==> src/rtl/pipe_hazard_scoreboard_pkg.sv <==
// Shared types for the hazard scoreboard.
// In-flight stage entry and forward-select encodings.
package pipe_pkg;

  localparam int MAX_AW   = 8;

  localparam int FSEL_RF  = 0;
  localparam int FSEL_EX  = 1;
  localparam int FSEL_MEM = 2;
  localparam int FSEL_WB  = 3;

  typedef struct packed {
    logic              v;
    logic              wr;
    logic              load;
    logic [MAX_AW-1:0] dst;
  } stage_t;

endpackage

==> src/rtl/pipe_hazard_scoreboard_if.sv <==
// Decode-side bundle of the hazard scoreboard.
// Master drives the issue slot, slave returns stall/bypass.
interface pipe_hazard_scoreboard_if #(
  parameter int REG_AW = 4,
  parameter int WB_LAT = 3,
  parameter int FSEL_W = $clog2(WB_LAT + 1)
);

  localparam int NUM_REGS = 2 ** REG_AW;

  logic                issue_valid;
  logic                issue_wr;
  logic                issue_load;
  logic [REG_AW-1:0]   issue_dst;
  logic                src1_used;
  logic                src2_used;
  logic [REG_AW-1:0]   src1;
  logic [REG_AW-1:0]   src2;
  logic                flush;
  logic                stall;
  logic [FSEL_W-1:0]   fwd_sel1;
  logic [FSEL_W-1:0]   fwd_sel2;
  logic [NUM_REGS-1:0] pending;
  logic [15:0]         stall_cnt;

  modport master (
    output issue_valid, issue_wr, issue_load,
    output issue_dst, src1_used, src2_used,
    output src1, src2, flush,
    input  stall, fwd_sel1, fwd_sel2,
    input  pending, stall_cnt
  );

  modport slave (
    input  issue_valid, issue_wr, issue_load,
    input  issue_dst, src1_used, src2_used,
    input  src1, src2, flush,
    output stall, fwd_sel1, fwd_sel2,
    output pending, stall_cnt
  );

endinterface

==> src/rtl/pipe_hazard_scoreboard_hazard_cmp.sv <==
// One source operand compared against every in-flight stage.
// Reports any live match, the youngest match and load-use.
module hazard_cmp
  import pipe_pkg::*;
#(
  parameter int REG_AW    = 4,
  parameter int WB_LAT    = 3,
  parameter int RF_BYPASS = 1,
  parameter int ZERO_REG  = 1,
  parameter int FSEL_W    = $clog2(WB_LAT + 1)
) (
  input  stage_t [WB_LAT:1] stg,
  input  logic [REG_AW-1:0] src,
  input  logic              used,
  output logic              hit,
  output logic [FSEL_W-1:0] idx,
  output logic              ld
);

  localparam int LAST = (RF_BYPASS != 0) ? WB_LAT - 1 : WB_LAT;

  logic [MAX_AW-1:0] src_x;
  logic              zero_src;
  logic [WB_LAT:1]   m;

  assign src_x    = MAX_AW'(src);
  assign zero_src = (ZERO_REG != 0) && (src == '0);

  // per-stage match, last stage dropped when the RF bypasses itself
  always_comb begin
    m = '0;
    for (int k = 1; k <= WB_LAT; k++) begin
      m[k] = stg[k].v & stg[k].wr & used & ~zero_src &
             (stg[k].dst == src_x) & (k <= LAST);
    end
  end

  // youngest match wins: scan oldest to youngest
  always_comb begin
    idx = '0;
    for (int k = WB_LAT; k >= 1; k--) begin
      if (m[k]) idx = FSEL_W'(k);
    end
  end

  assign hit = |m;
  assign ld  = m[1] & stg[1].load;

endmodule

==> src/rtl/pipe_hazard_scoreboard.sv <==
// Hazard scoreboard beside decode: tracks in-flight writers,
// decides stall and per-operand bypass selects.
module pipe_hazard_scoreboard
  import pipe_pkg::*;
#(
  parameter int REG_AW      = 4,
  parameter int WB_LAT      = 3,
  parameter int FWD_EN      = 1,
  parameter int RF_BYPASS   = 1,
  parameter int ZERO_REG    = 1,
  parameter int FLUSH_DEPTH = 0,
  parameter int FSEL_W      = $clog2(WB_LAT + 1)
) (
  input logic clk,
  input logic rst,
  pipe_hazard_scoreboard_if.slave bus
);

  localparam int NUM_REGS = 2 ** REG_AW;

  stage_t [WB_LAT:1]   stg;
  stage_t              issue_e;
  logic                hit1, hit2;
  logic                ld1, ld2;
  logic [FSEL_W-1:0]   idx1, idx2;
  logic                stall;
  logic                accept;
  logic [NUM_REGS-1:0] pend;
  logic [15:0]         cnt;

  hazard_cmp #(
    .REG_AW(REG_AW), .WB_LAT(WB_LAT),
    .RF_BYPASS(RF_BYPASS), .ZERO_REG(ZERO_REG),
    .FSEL_W(FSEL_W)
  ) u_cmp1 (
    .stg(stg), .src(bus.src1), .used(bus.src1_used),
    .hit(hit1), .idx(idx1), .ld(ld1)
  );

  hazard_cmp #(
    .REG_AW(REG_AW), .WB_LAT(WB_LAT),
    .RF_BYPASS(RF_BYPASS), .ZERO_REG(ZERO_REG),
    .FSEL_W(FSEL_W)
  ) u_cmp2 (
    .stg(stg), .src(bus.src2), .used(bus.src2_used),
    .hit(hit2), .idx(idx2), .ld(ld2)
  );

  assign issue_e = '{
    v:    1'b1,
    wr:   bus.issue_wr,
    load: bus.issue_load,
    dst:  MAX_AW'(bus.issue_dst)
  };

  // interlock stalls on any live match, forwarding only on load-use
  always_comb begin
    stall = 1'b0;
    if (bus.issue_valid && !bus.flush) begin
      stall = (FWD_EN != 0) ? (ld1 | ld2) : (hit1 | hit2);
    end
  end

  assign accept = bus.issue_valid & ~stall & ~bus.flush;

  // bypass selects only when forwarding and the issue proceeds
  always_comb begin
    bus.fwd_sel1 = FSEL_W'(FSEL_RF);
    bus.fwd_sel2 = FSEL_W'(FSEL_RF);
    if ((FWD_EN != 0) && !stall) begin
      bus.fwd_sel1 = idx1;
      bus.fwd_sel2 = idx2;
    end
  end

  // one bit per register with a live in-flight writer
  always_comb begin
    pend = '0;
    for (int k = 1; k <= WB_LAT; k++) begin
      if (stg[k].v && stg[k].wr) begin
        pend[stg[k].dst[REG_AW-1:0]] = 1'b1;
      end
    end
    if (ZERO_REG != 0) pend[0] = 1'b0;
  end

  // pipeline shift; flushed young stages never advance
  always_ff @(posedge clk) begin
    if (rst) begin
      stg <= '0;
      cnt <= '0;
    end else begin
      stg[1] <= accept ? issue_e : '0;
      for (int k = 2; k <= WB_LAT; k++) begin
        if (bus.flush && (k - 1) <= FLUSH_DEPTH) stg[k] <= '0;
        else                                     stg[k] <= stg[k-1];
      end
      if (stall && cnt != 16'hFFFF) cnt <= cnt + 16'd1;
    end
  end

  assign bus.stall     = stall;
  assign bus.pending   = pend;
  assign bus.stall_cnt = cnt;

endmodule

==> src/flat_wrapper.sv <==
// flat-port wrapper written by rule: the top's interface ports become plain ports
module pipe_hazard_scoreboard_flat import pipe_pkg::*;
#(
  parameter int REG_AW      = 4,
  parameter int WB_LAT      = 3,
  parameter int FWD_EN      = 1,
  parameter int RF_BYPASS   = 1,
  parameter int ZERO_REG    = 1,
  parameter int FLUSH_DEPTH = 0,
  parameter int FSEL_W      = $clog2(WB_LAT + 1)
)
  (clk, rst, bus_issue_valid, bus_issue_wr, bus_issue_load, bus_issue_dst, bus_src1_used, bus_src2_used, bus_src1, bus_src2, bus_flush, bus_stall, bus_fwd_sel1, bus_fwd_sel2, bus_pending, bus_stall_cnt);
  pipe_hazard_scoreboard_if #(.REG_AW(REG_AW), .WB_LAT(WB_LAT), .FSEL_W(FSEL_W)) bus_i ();
  input logic clk;
  input logic rst;
  input wire logic [$bits(bus_i.issue_valid)-1:0] bus_issue_valid;
  input wire logic [$bits(bus_i.issue_wr)-1:0] bus_issue_wr;
  input wire logic [$bits(bus_i.issue_load)-1:0] bus_issue_load;
  input wire logic [$bits(bus_i.issue_dst)-1:0] bus_issue_dst;
  input wire logic [$bits(bus_i.src1_used)-1:0] bus_src1_used;
  input wire logic [$bits(bus_i.src2_used)-1:0] bus_src2_used;
  input wire logic [$bits(bus_i.src1)-1:0] bus_src1;
  input wire logic [$bits(bus_i.src2)-1:0] bus_src2;
  input wire logic [$bits(bus_i.flush)-1:0] bus_flush;
  output wire logic [$bits(bus_i.stall)-1:0] bus_stall;
  output wire logic [$bits(bus_i.fwd_sel1)-1:0] bus_fwd_sel1;
  output wire logic [$bits(bus_i.fwd_sel2)-1:0] bus_fwd_sel2;
  output wire logic [$bits(bus_i.pending)-1:0] bus_pending;
  output wire logic [$bits(bus_i.stall_cnt)-1:0] bus_stall_cnt;
  assign bus_i.issue_valid = bus_issue_valid;
  assign bus_i.issue_wr = bus_issue_wr;
  assign bus_i.issue_load = bus_issue_load;
  assign bus_i.issue_dst = bus_issue_dst;
  assign bus_i.src1_used = bus_src1_used;
  assign bus_i.src2_used = bus_src2_used;
  assign bus_i.src1 = bus_src1;
  assign bus_i.src2 = bus_src2;
  assign bus_i.flush = bus_flush;
  assign bus_stall = bus_i.stall;
  assign bus_fwd_sel1 = bus_i.fwd_sel1;
  assign bus_fwd_sel2 = bus_i.fwd_sel2;
  assign bus_pending = bus_i.pending;
  assign bus_stall_cnt = bus_i.stall_cnt;
  pipe_hazard_scoreboard #(.REG_AW(REG_AW), .WB_LAT(WB_LAT), .FWD_EN(FWD_EN), .RF_BYPASS(RF_BYPASS), .ZERO_REG(ZERO_REG), .FLUSH_DEPTH(FLUSH_DEPTH), .FSEL_W(FSEL_W)) u_core (.clk(clk), .rst(rst), .bus(bus_i));
endmodule
==> config.mk <==
export PLATFORM = sky130hd
export DESIGN_NAME = pipe_hazard_scoreboard_flat
export DESIGN_NICKNAME = d
export VERILOG_FILES = /design/src/rtl/pipe_hazard_scoreboard_pkg.sv /design/src/rtl/pipe_hazard_scoreboard_if.sv /design/src/rtl/pipe_hazard_scoreboard_hazard_cmp.sv /design/src/rtl/pipe_hazard_scoreboard.sv /design/src/flat_wrapper.sv
export SDC_FILE = /design/constraint.sdc
export NUM_CORES = 1
export LEC_CHECK = 0
export ABC_AREA = 1
export BUFFER_PORTS_ARGS = -buffer_cell sky130_fd_sc_hd__buf_2
export CAP_MARGIN = 40
export CORE_AREA = 2 2 72 74
export CTS_BUF_LIST = sky130_fd_sc_hd__clkbuf_8
export CTS_CLUSTER_SIZE = 8
export DETAILED_ROUTE_END_ITERATION = 12
export DIE_AREA = 0 0 74 76
export GPL_ROUTABILITY_DRIVEN = 0
export PLACE_DENSITY = 0.82
export SLEW_MARGIN = 20
export SYNTH_ARGS = -nofsm -noshare
export SYNTH_HDL_FRONTEND = slang
export SYNTH_HIERARCHICAL = 1
export SYNTH_SLANG_ARGS = --single-unit
==> constraint.sdc <==
create_clock -name clk -period 2.15 [get_ports clk]
set_input_delay 0.215 -clock clk [delete_from_list [all_inputs] [get_ports clk]]
set_output_delay 0.215 -clock clk [all_outputs]
set_load 0.01 [all_outputs]
Word-level counts from Yosys, hierarchy flattened
Index checks and enable logic that the tools add are counted.
Word-level totals
  register bits after elaboration: 43
  bits in latches: 0
  RAM bits: 0
  bits in read-only memories: 0
  input port bits: 20
  output and inout bits: 37
  logic and storage cells: 79
  memories: 0
Cells by class
  $add $sub $neg: 1
  multiply operators: 0
  div/mod/pow operators: 0
  order comparisons: 6
  equal/unequal tests: 5
  shift operators: 0
  multiplexer cells: 17
  bitwise operators: 26
  reductions and logical operators: 12
Operator list (count)
  2-to-1 mux 16 bit: 3
  equality test 8 x 4 -> 1 bit: 4
  bitwise OR 16 bit: 2
  AND 1 bit: 18
  adder 16 x 1 -> 16 bit, second input constant: 1
  != test 16 bit, second input constant: 1
  < comparator 4 x 5 -> 1 bit, second input constant: 3
  demux 1 bit (select 4 bit): 3
  greater-or-equal comparator 4 x 1 -> 1 bit, second input constant: 3
  2-to-1 mux 2 bit: 6
  2-to-1 mux 11 bit: 1
  logical AND 1 bit: 8
  logical NOT 4 bit: 2
  inverter 1 bit: 5
  2-to-1 mux 1 bit: 4
  OR reduction 2 bit: 1
  logical NOT 1 bit: 1
  bitwise OR 1 bit: 1

Depth between registers and ports, before layout
  depth after elaboration: 12
  mapped depth: 15
  mapped depth without buffers: 15

Cells and area by module
The synthesis kept the hierarchy.
Modules (own cells, without submodules)
  pipe_hazard_scoreboard: times used 1, cells an instance 322, area each 2028.2 µm², sequential area each 740.7 µm²
  hazard_cmp: times used 2, cells an instance 59, area each 260.2 µm², sequential area each 0.0 µm²

Least setup slack after synthesis
Ideal clock, no wire load.
  path kind: flip-flop to flip-flop
  start: register, netlist name u_core/stg[0]
  end: register u_core.cnt[11], in the netlist u_core/bus.stall_cnt[11]
  library setup time: 0.117 ns
  arrival time: 1.628 ns
  data required time: 2.033 ns
  path slack: 0.405 ns
  stages on the path, launching flop included: 13
  path buffers: 1
  clock period less this slack: 1.745 ns
  cells stage by stage: dfxtp_1 inv_1 nand2_1 nand2_1 nor2_1 nand3_1 nor2_1 nor2_1 nor2_4 buf_2 nand4_1 nor3_1 nor2_1
On the way
  cells in the longest elaborated chain, start to end: 6
  elaborated cells between the ends (all ways): 9
  those cells by class: 2 x eq/ne; 1 x mux; 5 x bitwise; 1 x reduce/logical
Ends and longest elaborated chain
  equality test 8 x 4 -> 1 bit: line pipe_hazard_scoreboard_hazard_cmp.sv:34  | (stg[k].dst == src_x) & (k <= LAST);
  AND 1 bit: line pipe_hazard_scoreboard_hazard_cmp.sv:33  | m[k] = stg[k].v & stg[k].wr & used & ~zero_src &
  AND 1 bit: line pipe_hazard_scoreboard_hazard_cmp.sv:47  | assign ld = m[1] & stg[1].load;
  named net u_core.ld2: line pipe_hazard_scoreboard.sv:24  | logic ld1, ld2;
  bitwise OR 1 bit: line pipe_hazard_scoreboard.sv:60  | stall = (FWD_EN != 0) ? (ld1 | ld2) : (hit1 | hit2);
  2-to-1 mux 1 bit: line pipe_hazard_scoreboard.sv:59  | if (bus.issue_valid && !bus.flush) begin
  named net bus_stall: line flat_wrapper.sv:25  | output wire logic [$bits(bus_i.stall)-1:0] bus_stall;
  logical AND 1 bit: line pipe_hazard_scoreboard.sv:98  | if (stall && cnt != 16'hFFFF) cnt <= cnt + 16'd1;
  end signal: assignment: line pipe_hazard_scoreboard.sv:98
  end: declaration: line pipe_hazard_scoreboard.sv:29  | logic [15:0] cnt;
The timed path passes the listed nets, and every way through them passes these cells.
A chain may end at the register's enable or synchronous reset.

Worst setup path in the final report
  start: register, netlist name u_core/stg[2]
  end: output bus_fwd_sel1[0]
On the way
  cells in the longest elaborated chain, start to end: 6
  elaborated cells between the ends (all ways): 10
  those cells by class: 2 x eq/ne; 3 x mux; 5 x bitwise
Ends and longest elaborated chain
  equality test 8 x 4 -> 1 bit: line pipe_hazard_scoreboard_hazard_cmp.sv:34
  AND 1 bit: line pipe_hazard_scoreboard_hazard_cmp.sv:33
  AND 1 bit: line pipe_hazard_scoreboard_hazard_cmp.sv:47
  named net u_core.ld2: line pipe_hazard_scoreboard.sv:24
  bitwise OR 1 bit: line pipe_hazard_scoreboard.sv:60
  2-to-1 mux 1 bit: line pipe_hazard_scoreboard.sv:59
  2-to-1 mux 2 bit: line pipe_hazard_scoreboard.sv:70  | if ((FWD_EN != 0) && !stall) begin
  end: declaration: line flat_wrapper.sv:26  | output wire logic [$bits(bus_i.fwd_sel1)-1:0] bus_fwd_sel1;
The timed path passes the listed nets, and every way through them passes these cells.

==> results.json <==
{
  "status": "completed",
  "syn_area_per_cell_um2": 5.75,
  "totalWireLength_um": 6020,
  "cts_root_buffer": "clkbuf_8",
  "dp_hpwl_um": 4750,
  "nNetsFinal": 528,
  "p_per_area_nw_per_um2": 405,
  "initialDrtViolationCount": 171,
  "cts_buffers": 5,
  "grt_overflow": 0,
  "synth_warnings": 6,
  "drtAntennaViolNets": 0,
  "fp.coreArea_um2": 4910,
  "peakVddDrop_uv": 439,
  "maxCapViolCount": 0,
  "port_buffers": 55,
  "max-slew-margin-rel": 0.630,
  "finalSetupTns_ns": 0,
  "clkPwrFrac": 0.357,
  "holdBufCountCts": 0,
  "layout.cells.non_filler": 578,
  "initial_utilization": 0.506,
  "dieArea_um2": 5620,
  "fin_worst_skew_ns": 0.00442,
  "synth_area_um2": 2490,
  "swShare": 0.242,
  "design_area_um2": 2980,
  "clock_path_buffers": 2,
  "setup_viol": 0,
  "crit_fanout": 7,
  "critPathKind": "reg2out",
  "internal_power_w": 0.000913,
  "cts_tree": "done",
  "grt_pass1_wl_um": 10100,
  "vias": 2747,
  "n_antenna_cell": 0,
  "endpoint_kind": "output pin",
  "report.final.slew_viol_count": 0,
  "finalHoldViolations": 0,
  "track_usage": 0.221,
  "rsz0062_at_grt": "no",
  "dp_cells": 569,
  "clk_pin_slew_ns": 0.07,
  "rows": 26,
  "drive_gt1_frac": 0.171,
  "crit_arrival_ns": 1.76,
  "grt_pass1_vias": 2371,
  "timing.final.crit_period_ns": 1.97,
  "syn_to_final_growth_pct": 19.8,
  "place_area_um2": 2880,
  "htreeDepth": 2,
  "fin_util": 0.606,
  "antenna_found_initial": 0,
  "regToRegSetupSlack_ns": 0.24,
  "critPathLaunchType": "flip-flop",
  "fmax_mhz": 507,
  "syn_inst": 432,
  "wl_per_cell_um": 10.4,
  "die_y_um": 76,
  "p_total_w": 0.00120,
  "power_frac_comb": 0.090,
  "grt_max_degree": 16,
  "p_leak_nw": 1.50,
  "drc": 0,
  "fin_crit_sh": 0.917,
  "switchingPower_w": 0.000291,
  "min_path_type": "in2reg",
  "clkLatencyLatePin_ns": 0.28,
  "clock-sinks": 35,
  "io_pins": 57,
  "die_w_um": 74,
  "tightest_slew_ns": 0.551,
  "cp.required_ns": 1.93,
  "drtPass1Iterations": 5,
  "seqPwrFrac": 0.553,
  "routed_via_density": 4.75
}
## flip-flops by register name, indices dropped and copies added, names as in the netlist
register / flops
u_core/stg: 19
u_core/bus.stall_cnt: 16
## worst paths after layout
check | startpoint | endpoint | cells after the start
max | u_core/stg[2] | bus_fwd_sel1[0] | 12
min reg2reg | u_core/stg[9] | u_core/stg[20] | 2
max reg2reg | u_core/stg[3] | u_core/bus.stall_cnt[15] | 14
min | bus_issue_dst[1] | u_core/stg[1] | 3
## per-layer routing
layer  global-route usage  up-vias  part of all wire
met5                    0        -                 0
li1                     -     1446                 -
met3               0.0397        4             0.057
met2                0.363       89              0.46
met1                0.296     1208              0.47
met4               0.0564        0            0.0091
## power groups by stage
| stage | registers [W] | clock network [W] | logic [W] |
|---|---|---|---|
| 4_1_cts | 0.000666 | 0.000440 | 0.000106 |
| 3_5_place_dp | 0.000681 | 0 | 0.000106 |
| 3_3_place_gp | 0.000681 | 0 | 0.000103 |
| 2_1_floorplan | 0.000677 | 0 | 0.0000723 |
| 6_report | 0.000667 | 0.000430 | 0.000108 |
| 5_1_grt | 0.000668 | 0.000469 | 0.000125 |
## timing repair
action,CTS,global route
pin swaps,1,0
cloned,0,0
buffers inserted,1,0
resized for setup,2,1
setup endpoints to repair,5,1
## per-stage QoR
step,setup WS (ns),hold slack [ns]
finish,0.178,0.144
global route,0.0104,0.137
CTS,0.182,0.137
detailed placement,0.119,0.438
global placement,0.211,0.436
floorplan,0.431,0.327
## worst max-delay path, stage by stage (launching register included)
cell	delay, ns
dfxtp_1	0.44
inv_1	0.07
nand2_1	0.06
nand2_1	0.06
nand2_1	0.06
nor2_1	0.04
nand3_1	0.08
nor2_1	0.05
nor2_1	0.22
nor2_4	0.05
buf_4	0.16
nor2_1	0.07
buf_2	0.13
## cells in the final DEF (no fill, tap or decap)
| cell | count |
|---|---|
| nand4_1 | 5 |
| dfxtp_2 | 2 |
| conb_1 | 17 |
| ha_1 | 1 |
| nor2_2 | 6 |
| buf_4 | 3 |
| o311ai_0 | 3 |
| inv_2 | 1 |
| nand2_2 | 6 |
| a32oi_1 | 1 |
| a21oi_1 | 8 |
| clkbuf_8 | 5 |
| nand2_1 | 121 |
| nor2_1 | 95 |
| nor3_2 | 1 |
| buf_2 | 55 |
| or2_2 | 1 |
| o221ai_1 | 11 |
| dfxtp_1 | 33 |
| xnor2_1 | 2 |
| nor3_1 | 3 |
| nand3_1 | 24 |
| xor2_1 | 8 |
| o21ai_0 | 3 |
| a21oi_2 | 1 |
| o21ai_4 | 1 |
| nor2_4 | 4 |
| inv_1 | 86 |
| clkinv_2 | 1 |
## cell type report
type	count	area (um^2)
Sequential cell	35	703
Tap cell	70	87.6
Clock inverter	3	12.5
Inverter	85	319
Multi-Input combinational cell	322	1490
Fill cell	469	1930
Clock buffer	5	68.8
Timing Repair Buffer	58	298
No activity file was read; power rests on OpenSTA's default activity.
